File: config.mk
export PLATFORM = sky130hd
export DESIGN_NAME = parking_lot_ctrl
export DESIGN_NICKNAME = d
export VERILOG_FILES = /design/src/rtl/parking_lot_ctrl.sv
export SDC_FILE = /design/constraint.sdc
export NUM_CORES = 1
export LEC_CHECK = 0
export ABC_AREA = 1
export CAP_MARGIN = 10
export CORE_UTILIZATION = 40
export CTS_CLUSTER_SIZE = 14
export DETAILED_ROUTE_END_ITERATION = 10
export SLEW_MARGIN = 30
export SYNTH_ARGS = -nofsm -noshare
export SYNTH_HDL_FRONTEND = slang
export SYNTH_SLANG_ARGS = --single-unit
File: constraint.sdc
create_clock -name clk -period 8.1 [get_ports clk]
set_input_delay 2.025 -clock clk [delete_from_list [all_inputs] [get_ports clk]]
set_output_delay 2.025 -clock clk [all_outputs]
set_load 0.03 [all_outputs]
File: src/rtl/parking_lot_ctrl.sv
`default_nettype none
// ============================================================================
// Module   : parking_lot_ctrl
// Brief    : Multi-lane A/B gate crossing FSMs feeding a shared saturating
//            occupancy counter. Build macro: PLC_DEBOUNCE_EN (sensor filter).
// Revision : 1.0 - initial release
// ============================================================================
module parking_lot_ctrl #(
  parameter int LANES        = 2,
  parameter int CAPACITY     = 100,
  parameter int CNT_W        = 7,
  parameter int DEBOUNCE_CYC = 4
) (
  input  logic             clk,
  input  logic             reset,
  input  logic [LANES-1:0] sens_a,
  input  logic [LANES-1:0] sens_b,
  input  logic             err_clr,
  output logic [LANES-1:0] enter,
  output logic [LANES-1:0] exit,
  output logic [CNT_W-1:0] count,
  output logic             full,
  output logic             empty,
  output logic             ovf,
  output logic             udf,
  output logic [LANES-1:0] lane_err
);

  localparam int c_sum_w = CNT_W + 4;
  localparam logic signed [c_sum_w-1:0] c_cap_s = c_sum_w'(CAPACITY);

  typedef enum logic [2:0] {
    S_IDLE   = 3'd0,
    S_IN_A   = 3'd1,
    S_IN_AB  = 3'd2,
    S_IN_B   = 3'd3,
    S_OUT_B  = 3'd4,
    S_OUT_AB = 3'd5,
    S_OUT_A  = 3'd6
  } lane_state_t;

  if (LANES < 1 || LANES > 8 || CAPACITY >= (1 << CNT_W) || DEBOUNCE_CYC < 1) begin : g_bad_params
    $error("parking_lot_ctrl: illegal parameter combination");
  end

  for (genvar gi = 0; gi < LANES; gi++) begin : g_lane
    logic [1:0]  r_sync1;
    logic [1:0]  r_sync2;
    logic [1:0]  w_ab;
    lane_state_t r_state;
    lane_state_t w_state_nxt;
    logic        w_enter_nxt;
    logic        w_exit_nxt;
    logic        w_err_nxt;
    logic        r_enter;
    logic        r_exit;
    logic        r_err;

    // Bit 1 carries sensor A (outside), bit 0 sensor B (inside).
    always_ff @(posedge clk or posedge reset) begin
      if (reset) begin
        r_sync1 <= 2'b00;
        r_sync2 <= 2'b00;
      end else begin
        r_sync1 <= {sens_a[gi], sens_b[gi]};
        r_sync2 <= r_sync1;
      end
    end

`ifdef PLC_DEBOUNCE_EN
    localparam int c_db_w = $clog2(DEBOUNCE_CYC + 1);

    for (genvar gb = 0; gb < 2; gb++) begin : g_db
      logic [c_db_w-1:0] r_cnt;
      logic              r_filt;

      // Counts consecutive samples that disagree with the filtered value.
      always_ff @(posedge clk or posedge reset) begin
        if (reset) begin
          r_cnt  <= '0;
          r_filt <= 1'b0;
        end else if (r_sync2[gb] == r_filt) begin
          r_cnt  <= '0;
        end else if (r_cnt == c_db_w'(DEBOUNCE_CYC - 1)) begin
          r_filt <= r_sync2[gb];
          r_cnt  <= '0;
        end else begin
          r_cnt  <= r_cnt + 1'b1;
        end
      end

      assign w_ab[gb] = r_filt;
    end
`else
    assign w_ab = r_sync2;
`endif

    always_comb begin
      w_state_nxt = r_state;
      w_enter_nxt = 1'b0;
      w_exit_nxt  = 1'b0;
      w_err_nxt   = 1'b0;
      case (r_state)
        S_IDLE: begin
          case (w_ab)
            2'b10:   w_state_nxt = S_IN_A;
            2'b01:   w_state_nxt = S_OUT_B;
            2'b11:   w_err_nxt   = 1'b1;
            default: ;
          endcase
        end
        S_IN_A: begin
          case (w_ab)
            2'b11:   w_state_nxt = S_IN_AB;
            2'b00:   w_state_nxt = S_IDLE;
            2'b01: begin
              w_state_nxt = S_IDLE;
              w_err_nxt   = 1'b1;
            end
            default: ;
          endcase
        end
        S_IN_AB: begin
          case (w_ab)
            2'b01:   w_state_nxt = S_IN_B;
            2'b10:   w_state_nxt = S_IN_A;
            default: ;
          endcase
        end
        S_IN_B: begin
          case (w_ab)
            2'b00: begin
              w_state_nxt = S_IDLE;
              w_enter_nxt = 1'b1;
            end
            2'b11:   w_state_nxt = S_IN_AB;
            2'b10: begin
              w_state_nxt = S_IDLE;
              w_err_nxt   = 1'b1;
            end
            default: ;
          endcase
        end
        S_OUT_B: begin
          case (w_ab)
            2'b11:   w_state_nxt = S_OUT_AB;
            2'b00:   w_state_nxt = S_IDLE;
            2'b10: begin
              w_state_nxt = S_IDLE;
              w_err_nxt   = 1'b1;
            end
            default: ;
          endcase
        end
        S_OUT_AB: begin
          case (w_ab)
            2'b10:   w_state_nxt = S_OUT_A;
            2'b01:   w_state_nxt = S_OUT_B;
            default: ;
          endcase
        end
        S_OUT_A: begin
          case (w_ab)
            2'b00: begin
              w_state_nxt = S_IDLE;
              w_exit_nxt  = 1'b1;
            end
            2'b11:   w_state_nxt = S_OUT_AB;
            2'b01: begin
              w_state_nxt = S_IDLE;
              w_err_nxt   = 1'b1;
            end
            default: ;
          endcase
        end
        default: w_state_nxt = S_IDLE;
      endcase
    end

    // A new error in the same cycle as err_clr keeps the flag set.
    always_ff @(posedge clk or posedge reset) begin
      if (reset) begin
        r_state <= S_IDLE;
        r_enter <= 1'b0;
        r_exit  <= 1'b0;
        r_err   <= 1'b0;
      end else begin
        r_state <= w_state_nxt;
        r_enter <= w_enter_nxt;
        r_exit  <= w_exit_nxt;
        if (w_err_nxt)
          r_err <= 1'b1;
        else if (err_clr)
          r_err <= 1'b0;
      end
    end

    assign enter[gi]    = r_enter;
    assign exit[gi]     = r_exit;
    assign lane_err[gi] = r_err;
  end

  logic [3:0]                w_n_in;
  logic [3:0]                w_n_out;
  logic signed [c_sum_w-1:0] w_next;
  logic [CNT_W-1:0]          w_cnt_nxt;
  logic                      w_ovf_nxt;
  logic                      w_udf_nxt;

  always_comb begin
    w_n_in  = 4'd0;
    w_n_out = 4'd0;
    for (int i = 0; i < LANES; i++) begin
      w_n_in  = w_n_in  + 4'(enter[i]);
      w_n_out = w_n_out + 4'(exit[i]);
    end
  end

  // Entries and exits of one cycle net out before clipping.
  assign w_next = $signed({4'b0000, count})
                + $signed({{CNT_W{1'b0}}, w_n_in})
                - $signed({{CNT_W{1'b0}}, w_n_out});

  always_comb begin
    w_cnt_nxt = w_next[CNT_W-1:0];
    w_ovf_nxt = 1'b0;
    w_udf_nxt = 1'b0;
    if (w_next[c_sum_w-1]) begin
      w_cnt_nxt = '0;
      w_udf_nxt = 1'b1;
    end else if (w_next > c_cap_s) begin
      w_cnt_nxt = CNT_W'(CAPACITY);
      w_ovf_nxt = 1'b1;
    end
  end

  always_ff @(posedge clk or posedge reset) begin
    if (reset) begin
      count <= '0;
      full  <= 1'b0;
      empty <= 1'b1;
      ovf   <= 1'b0;
      udf   <= 1'b0;
    end else begin
      count <= w_cnt_nxt;
      full  <= (w_cnt_nxt == CNT_W'(CAPACITY));
      empty <= (w_cnt_nxt == '0);
      ovf   <= w_ovf_nxt;
      udf   <= w_udf_nxt;
    end
  end

endmodule
`default_nettype wire

==> impl_metrics.csv <==
group,metric,value,unit
outcome,run_status,"completed",
floorplanning,std_cell_rows,25,
grt,track_usage,15.2,%
place,placement.io_buffers,23,
setup_path,worstPathBufferInverterCount,1,
yosys,post_synth_instance_area,0.00199,sq mm
routing,drt_wl_total,3510,um
sta,final_max_slew_violation_count,0,
place,post-place-cells,326,
finish,count_of_antenna_diodes_in_the_layout,0,
yosys,synthArstFlopShare,100,%
place,dpl_worst_slack,4.92,ns
routing,detail_route.drc_violations,0,
routing,detailedRoute.firstIterationViolations,102,
routing,drt_pre_antenna_iters,4,
setup_path,crit_required,6.08,ns
power,vdd_drop_max,0.148,mV
yosys,synth_seq_cells,31,
sta,maximum_frequency_from_static_timing_analysis,288,MHz
clock_network,cts.sink_count,31,
finish,post_route_cells_drive_above_1_share,14.2,%
sta,report.final.setup_viol,0,
clock_network,postCtsHoldBufs,0,
floorplanning,num_io_pins,24,
floorplanning,floorplan.core_area,0.00475,sq mm
clock_network,insertion_delay,0.28,ns
grt,grt_pass1_wl,6040,um
finish,design.final.nets,290,
sta,timing.slew.headroom,74.4,%
place,gpl.final_weighted_congestion,0.838,
yosys,mappedNetlistNets,267,
yosys,synthCells,243,
clock_network,cts_root_buf,"sky130_fd_sc_hd__clkbuf_8",
yosys,synth_cell_type_count,37,
place,detailed_place_hpwl,2830,um
setup_path,slowest_stage,"sky130_fd_sc_hd__clkdlybuf4s50_1",
setup_path,worstPathCellList,"clkdlybuf4s50_1",
floorplanning,initial_core_util,41.8,%
sta,period_utilization_post_route,42.9,%
finish,final_cell_count_without_fillers,334,
clock_network,deepest_clock_path_buffer_count,2,
yosys,synth_top_cells_by_area,"sky130_fd_sc_hd__dfrtp_1 38%, sky130_fd_sc_hd__inv_1 8.9%, sky130_fd_sc_hd__ha_1 8.8%, sky130_fd_sc_hd__nand2_1 7.6%, sky130_fd_sc_hd__nor2_1 4.3%",
sta,timing.final.hold_violations,0,
routing,via_count_of_the_routed_design,1564,
setup_path,cpPeakStageDelay,0.66,ns
floorplanning,die_h,72.5,um
setup_path,timing.setup.critical_path_class,"reg -> out",
clock_network,post_cts_buffers,0,
floorplanning,chipWidth,72.5,um
grt,grt_start_max_net_pins,32,
setup_path,crit_path_max_fanout,1,
power,cellPowerDensity,361,mW/mm^2
grt,globalRouteOverflowTotal,0,
setup_path,rrSetupSlack,5.06,ns
sta,layout_setup_ws,4.63,ns
clock_network,tritoncts,"done",
yosys,synthDominantAreaCellType,"sky130_fd_sc_hd__dfrtp_1",
clock_network,cts.reportedPaths.clkPinSlew,0.06,ns
setup_path,critical-path-top-delay-family,"buffers and inverters",
flow_run,maxCapViolations,0,
setup_path,startpoint_type,"flip-flop",
yosys,syn_avg_cell_area,8.18,sq um
routing,avgRoutedWirePerCell,10.5,um
yosys,ys.flop_type,"sky130_fd_sc_hd__dfrtp_1",
routing,detail_route.vias_per_cell,4.68,
yosys,synth_enable_flop_cells,0,
yosys,synth-seq-area-share,39.1,%
clock_network,tritoncts.num_buffers,5,
clock_network,cts_resized,0,
grt,number_of_antenna_violations_at_the_first_check_in_global_routing,0,
min_path,hold_path_class,"reg -> reg",
sta,rsz0062_at_grt,"no",
finish,area.growth.synth_to_final,19.3,%
power,leakagePower,1.20,nW
routing,drt.antenna.violating_nets,0,
setup_path,worstPathArrival,1.45,ns
yosys,yosysWarningCount,0,
clock_network,cts_htree_levels,2,
floorplanning,die-area,0.00525,sq mm
sta,worst-slew-pin-transition,0.383,ns
sta,post_route_minimum_period,3.47,ns
sta,final.setup.tns,0,ns
grt,grt_pass1_vias,1420,
sta,timing.clock.skew,0.00311,ns
setup_path,endpoint_kind,"output pin",
finish,post-route-util,49.8,%
power,post-layout-total-power,0.000855,W
yosys,synth_top_area_share,37.8,%
==> layer usage <==
layer  GRT usage (%)  vias to the layer above  share of wire, %  routed length [um]
met5               0                        -                 0                   0
met4            6.54                        0               1.9                  68
met3            4.17                        6               3.2                 111
met2            24.9                       24                47                1650
met1            18.9                      736                48                1690
li1                -                      798                 -                   -
==> power by group <==
part	internal [W]	total, W	switching (W)
clock network	0.0000994	0.000155	0.0000556
logic	0.000180	0.000475	0.000295
registers	0.000195	0.000225	0.0000307
total	0.000474	0.000855	0.000381
==> layout by cell type (no fill, tap or decap), drive strengths merged <==
master and count:
o22ai 1, dfstp 1, clkdlybuf4s50 23, or2 1
mux2 1, xor2 1, xnor2 1, a21oi 9
clkinv 2, o21ai 12, nand3 13, a221oi 1
buf 1, a31oi 1, inv 51, nor3 6
nor2 26, and2 1, o31ai 2, bufinv 1
o21bai 1, nand3b 1, dfrtp 30, fa 3
nor3b 3, o211ai 3, ha 14, nand2 49
clkbuf 6, nand4 2
==> path summary, 6_finish.rpt <==
check	start	depth (start not counted)	endpoint
setup / recovery	empty$_DFF_PP1_	1	empty
hold / removal	g_lane[0].r_sync1[1]$_DFF_PP0_	0	g_lane[0].r_sync2[1]$_DFF_PP0_
setup reg to reg	g_lane[0].r_enter$_DFF_PP0_	15	empty$_DFF_PP1_
hold reg to reg	g_lane[0].r_sync1[1]$_DFF_PP0_	0	g_lane[0].r_sync2[1]$_DFF_PP0_
max in group asynchronous	reset	3	empty$_DFF_PP1_
min in group asynchronous	reset	3	g_lane[0].r_exit$_DFF_PP0_
==> kinds of logic after synthesis <==
| logic type | synth area share, % |
|---|---|
| AND/OR/NAND/NOR | 25.4 |
| buffers and inverters | 12.7 |
| multiplexers | 0.755 |
| XOR/XNOR | 1.26 |
| AO/OA/AOI/OAI | 9.01 |
| adder cells (fa/ha/maj) | 11.8 |
| flip-flops | 39.1 |
==> final cells by class <==
| cell class | instances | area, sq um |
|---|---|---|
| clock inverter | 2 | 35.0 |
| tap | 67 | 83.8 |
| fill | 489 | 2380 |
| clock buffer | 6 | 82.6 |
| multi-input combinational | 152 | 958 |
| inverter | 52 | 195 |
| sequential | 31 | 777 |
| timing repair buffer | 24 | 238 |
==> synthesized netlist by cell type (4+ instances only) <==
master / count
sky130_fd_sc_hd__inv_1: 47
sky130_fd_sc_hd__nand2_1: 40
sky130_fd_sc_hd__dfrtp_1: 30
sky130_fd_sc_hd__nor2_1: 23
sky130_fd_sc_hd__ha_1: 14
sky130_fd_sc_hd__nand3_1: 10
sky130_fd_sc_hd__nand2_2: 8
sky130_fd_sc_hd__o21ai_0: 8
sky130_fd_sc_hd__a21oi_1: 7
sky130_fd_sc_hd__buf_4: 7
sky130_fd_sc_hd__inv_2: 4
sky130_fd_sc_hd__o21ai_1: 4
==> worst register-to-register path, cell delays in order (launching register included) <==
cell                      delay, ns
sky130_fd_sc_hd__dfrtp_1       0.40
sky130_fd_sc_hd__fa_1          0.54
sky130_fd_sc_hd__inv_1         0.05
sky130_fd_sc_hd__fa_1          0.35
sky130_fd_sc_hd__inv_1         0.07
sky130_fd_sc_hd__ha_1          0.16
sky130_fd_sc_hd__inv_1         0.06
sky130_fd_sc_hd__fa_1          0.39
sky130_fd_sc_hd__inv_1         0.09
sky130_fd_sc_hd__nand2_1       0.06
sky130_fd_sc_hd__nand2_2       0.07
sky130_fd_sc_hd__xor2_2        0.25
sky130_fd_sc_hd__nand3_2       0.15
sky130_fd_sc_hd__nand2_2       0.16
sky130_fd_sc_hd__a21oi_2       0.04
sky130_fd_sc_hd__nor2_1        0.14
==> flip-flops by register name (all words and copies together) (netlist names) <==
name / cells
count: 7
empty: 1
full: 1
g_lane.r_enter: 2
g_lane.r_err: 2
g_lane.r_exit: 2
g_lane.r_state: 6
g_lane.r_sync1: 4
g_lane.r_sync2: 4
ovf: 1
udf: 1
==> metrics by stage <==
step	cell area, sq um	hold WS (ns)
after floorplan	1990	0.331
after global placement	2250	0.331
after detailed placement	2250	0.335
after CTS	2370	0.350
after global routing	2370	0.358
final	2370	0.347
No activity file was read; power rests on OpenSTA's default activity.
